**src/rtl/reg_file_sweep.sv**
```systemverilog
// rtl/reg_file_sweep.sv - 8x8 register file with a post-reset clear sweep and dual combinational read ports.
// Optional macro REG_FILE_BYPASS_EN adds write-first forwarding from IN to the read ports.
module reg_file_sweep (
    input  logic       CLK,
    input  logic       RESET,
    input  logic [7:0] IN,
    input  logic [2:0] INADDRESS,
    input  logic       WRITE,
    input  logic [2:0] OUT1ADDRESS,
    input  logic [2:0] OUT2ADDRESS,
    output logic [7:0] OUT1,
    output logic [7:0] OUT2,
    output logic       BUSY
);

    typedef enum logic {
        CLEAR = 1'b0,
        READY = 1'b1
    } state_t;

    state_t     state;
    state_t     state_next;
    logic [2:0] swp;
    logic [2:0] swp_next;
    logic       clr_en;
    logic       wr_en;
    logic [7:0] regs [8];

    always_ff @(posedge CLK) begin
        if (RESET) begin
            state <= CLEAR;
            swp   <= 3'd0;
            BUSY  <= 1'b1;
        end else begin
            state <= state_next;
            swp   <= swp_next;
            BUSY  <= (state_next == CLEAR);
        end
    end

    // The counter parks at 7 on the last clear edge so it never wraps in READY.
    always_comb begin
        state_next = state;
        swp_next   = swp;
        clr_en     = 1'b0;
        wr_en      = 1'b0;
        if (!RESET) begin
            case (state)
                CLEAR: begin
                    clr_en = 1'b1;
                    if (swp == 3'd7) begin
                        state_next = READY;
                    end else begin
                        swp_next = swp + 3'd1;
                    end
                end
                READY: begin
                    wr_en = WRITE;
                end
            endcase
        end
    end

    always_ff @(posedge CLK) begin
        if (clr_en) begin
            regs[swp] <= 8'h00;
        end else if (wr_en) begin
            regs[INADDRESS] <= IN;
        end
    end

    // Forwarding keys off wr_en so it only shows data that will actually commit.
    always_comb begin
        OUT1 = 8'h00;
        OUT2 = 8'h00;
        if (!BUSY) begin
            OUT1 = regs[OUT1ADDRESS];
            OUT2 = regs[OUT2ADDRESS];
`ifdef REG_FILE_BYPASS_EN
            if (wr_en && (OUT1ADDRESS == INADDRESS)) begin
                OUT1 = IN;
            end
            if (wr_en && (OUT2ADDRESS == INADDRESS)) begin
                OUT2 = IN;
            end
`else
`endif
        end
    end

endmodule

```
**config.mk**
```make
export PLATFORM = sky130hd
export DESIGN_NAME = reg_file_sweep
export DESIGN_NICKNAME = d
export VERILOG_FILES = /design/src/rtl/reg_file_sweep.sv
export SDC_FILE = /design/constraint.sdc
export NUM_CORES = 1
export LEC_CHECK = 0
export CORE_MARGIN = 2
export CORE_UTILIZATION = 53
export CTS_BUF_LIST = sky130_fd_sc_hd__clkbuf_2
export CTS_CLUSTER_DIAMETER = 80
export DETAILED_ROUTE_END_ITERATION = 6
export GPL_ROUTABILITY_DRIVEN = 0
export PLACE_DENSITY = 0.76
export SYNTH_ARGS = -nofsm -noshare
export SYNTH_HDL_FRONTEND = slang
export SYNTH_SLANG_ARGS = --single-unit
```
**constraint.sdc**
```tcl
create_clock -name CLK -period 1.9 [get_ports CLK]
set_clock_uncertainty 0.1 [all_clocks]
set_input_delay 0.19 -clock CLK [delete_from_list [all_inputs] [get_ports CLK]]
set_output_delay 0.19 -clock CLK [all_outputs]
set_load 0.01 [all_outputs]
```
==> results.md <==
- Status: complete, but fails checks
- Failing checks: negative setup slack
- Cells after DPL: 313
- Actual slew at the worst max-slew pin: 569 ps
- Area growth syn-to-layout: 18.2%
- CP Buf/Inv Count: 2
- Drt wl/cell: 20.0 um
- FF-to-FF setup slack: 90 ps
- Reg2reg start: state
- PwrDens: 666 nW/um^2
- Initial core utilization: 54.5%
- Largest net degree at the start of global routing: 17
- Mux share of post-synthesis cell area: 29.5%
- Leak pwr: approximately 0.0015 uW
- Hold depth: 3
- Largest family of logic cells by synthesized area: multiplexers
- Syn nets: 217
- Syn Area/Cell: 17.8 sq um
- TNS Setup: -2760 ps
- Hold Path Origin: RESET
- I/O Pins: 37
- Crit path depth: 5
- Cell Int Power: 2080 uW
- Total Nets Final: 283
- Crit path max-delay cell type: mux4_2
- Crit-path cells: buf_6 > mux4_2 > mux2i_1 > nor2_1 > buf_2
- Mapped Cells: 195
- Min Hold Slack: 248 ps
- Worst slew margin: 62.0%
- Yosys warning total: 0
- Vias in the first global route: 2078
- Hold_buf cts: 0
- Synthesized cell area: 3460 sq um
- DRT Pass-1 Iters: 6
- Core Footprint: 6350 sq um
- Crit path capture type: output port
- Synth Register Bits: 69
- CP max FO: 2
- Comb pwr share: 14.1%
- CP max stage delay: 440 ps
- Ant diodes: 0
- CTS sink count: 69
- Peak supply drop: 0.414 mV
- Final hold violation count: 0
- Die ar.: ~7000 sq um
- Hpwl dp: about 4.6 mm
- Htree depth: 3
- DRT antenna net count: 0
- Slew Limit Fails: 0
- Number of CTS-inserted buffers: 9
- Crit path required time: 1610 ps
- Complex-gate fraction of the synthesized area: under 10%
- Row cnt: 29
- Hold Path End: swp[0]
- Setup violators final: 16
- Synth Area in Simple Gates: 6.83%
- CP Class: flop to output port
- Seq/Total Area, Yosys: 58.4%
- Port-buffer cells: 36
- Worst Setup Start Kind: flop
- Total GRT Usage: between 20% and 30%
- Vias: approximately 2000
- CTS clk-pin slew, worst paths: about 160 ps
- Sw Ratio: 23.8%
- Drt drc: 0
- CP Data Arrival Time: 1860 ps
- GR Overflow Total: 0
- Ratio of cells with drive above 1 in the final layout: 36.7%
- Die extent in x: 84.8 um
- Post-Route WL: 6.82 mm
- Clock Root Buffer: clkbuf_2
- Top delay family on crit path: multiplexers
- Post-synthesis xor/xnor area fraction: 0.253%
- CTS tree: done
- Type of the tightest min-delay check: input pin to flop
- Final non-filler cell total: 341
- Via/cell ratio: 5.84
- Crit Reg-Reg Endpoint: regs[4][3]
- Net Sw Power: 650 uW
- Drt initial violations: around 140
- Die H: 84.8 um
- Seq pwr share: between 60% and 70%
- Final Worst Setup Slack: -253 ps
- RSZ-0062 raised after global routing: yes
- Max-cap violation count: 0
- First-pass GRT wire length: 10.9 mm
- R2R depth: 3
- Clk_lat worst skew: approximately 500 ps
- Clock Path Buffers: 2
- Netlist cell types: 25
- Fmax: 0.464 GHz
- Crit path time final: 2150 ps
- Fraction of the mapped netlist area in adder cells: less than 1%
- Period utilisation layout: 113%
- Initial antenna violation count: 0
- Clk pwr share: 22.3%
-- cells by family after synthesis --
kind of cell               Yosys count
DFF                                 69
muxes                               52
buffers and inverters               15
adders and majority gates            2
and+or+nand+nor                     50
AOI/OAI and AO/OA                    6
xor gates and xnor gates             1
-- flip-flops by register name, summed over array words and instances, names as in the netlist --
| name | count |
|---|---|
| regs | 64 |
| swp | 3 |
| BUSY | 1 |
| state | 1 |
-- power groups by stage --
stage	clock (uW)	combinational [uW]	sequential, uW
5_1_grt	667	417	1740
6_report	609	386	1730
2_1_floorplan	0	216	1750
4_1_cts	620	384	1730
3_3_place_gp	0	332	1760
3_5_place_dp	0	339	1760
-- repair_timing --
action | CTS | global route
hold endpoints to repair | 0 | 0
gates cloned | 0 | 0
pin swaps | 1 | 6
setup buffers | 12 | 2
setup endpoints to repair | 79 | 45
resized for setup | 98 | 3
-- cells in the final DEF, fill, tap and decap left out, drive strengths merged --
master | netlist | final
o21bai | 1 | 1
clkbuf | 4 | 10
ha | 2 | 2
mux2i | 20 | 20
inv | 1 | 1
and3b | 2 | 2
xnor2 | 1 | 1
nand3 | 1 | 1
clkinv | 0 | 4
and2 | 8 | 8
mux4 | 32 | 32
nor2b | 6 | 6
dfxtp | 5 | 5
o21ai | 2 | 2
nand2b | 1 | 1
dlygate4sd2 | 0 | 2
a21oi | 2 | 2
buf | 10 | 49
nor2 | 28 | 28
nand2 | 4 | 4
edfxtp | 64 | 64
clkdlybuf4s50 | 0 | 18
a21o | 1 | 1
-- worst register-to-register path, delay by kind of cell (launching register included) --
family           cells  cell delay [ps]
and+or+nand+nor      2              750
DFF                  1              380
muxes                1              220
-- metal layers --
metal	track usage [%]	up-vias	share of wire, %	routed length (um)
met4	7.94	0	1.2	81
li1	-	906	-	-
met5	0	-	0	0
met3	3.89	10	6.4	436
met2	37.0	78	53	3650
met1	25.6	999	39	2660
-- metrics by stage --
stage                     cell area (sq um)  total power [uW]  setup WS [ps]  utilization (%)
after global placement                 4030              2090           -574             63.4
after global routing                   4090              2820           -337             64.5
after detailed placement               4030              2100           -589             63.4
after floorplan                        3460              1970           71.1                -
after CTS                              4080              2740           -267             64.2
final                                  4090              2730           -253             64.5
-- cell usage after synthesis --
library cell  count  share of area (%)
dfxtp_1           5                2.9
nor2b_1           6                1.1
buf_4             1               0.22
edfxtp_1         64                 56
o21bai_1          1               0.22
nand3_1           1               0.14
nor2_1           28                3.0
inv_1             1               0.11
buf_2             4               0.58
nand2_1           4               0.43
o21ai_0           2               0.29
buf_6             2               0.65
buf_12            2                1.2
a21oi_1           2               0.29
mux4_2            5                3.3
nand2b_1          1               0.18
and3b_1           2               0.51
mux4_1           27                 20
and2_1            8                1.4
a21o_1            1               0.22
xnor2_1           1               0.25
clkbuf_1          4               0.43
buf_1             1               0.11
mux2i_1          20                5.8
ha_1              2               0.72
-- how the worst max path moves through the flow --
stage / from / end / slack (ps)
6_report: regs[1][1] / OUT2[1] / -250
5_1_grt: regs[0][4] / OUT1[4] / -340
4_1_cts: regs[1][1] / OUT2[1] / -270
3_5_place_dp: OUT2ADDRESS[1] / OUT2[6] / -590
3_3_place_gp: OUT1ADDRESS[0] / OUT1[6] / -570
2_1_floorplan: state / regs[1][0] / 70
-- area by class of cell --
| class | instances | area, sq um |
|---|---|---|
| fill | 456 | 2260 |
| clock inverter | 4 | 17.5 |
| timing repair buffer | 69 | 629 |
| clock buffer | 10 | 50.0 |
| sequential | 69 | 2020 |
| inverter | 1 | 3.75 |
| multi-input combinational | 111 | 1270 |
| tap | 77 | 96.3 |
(Power assumes the default switching activity.)
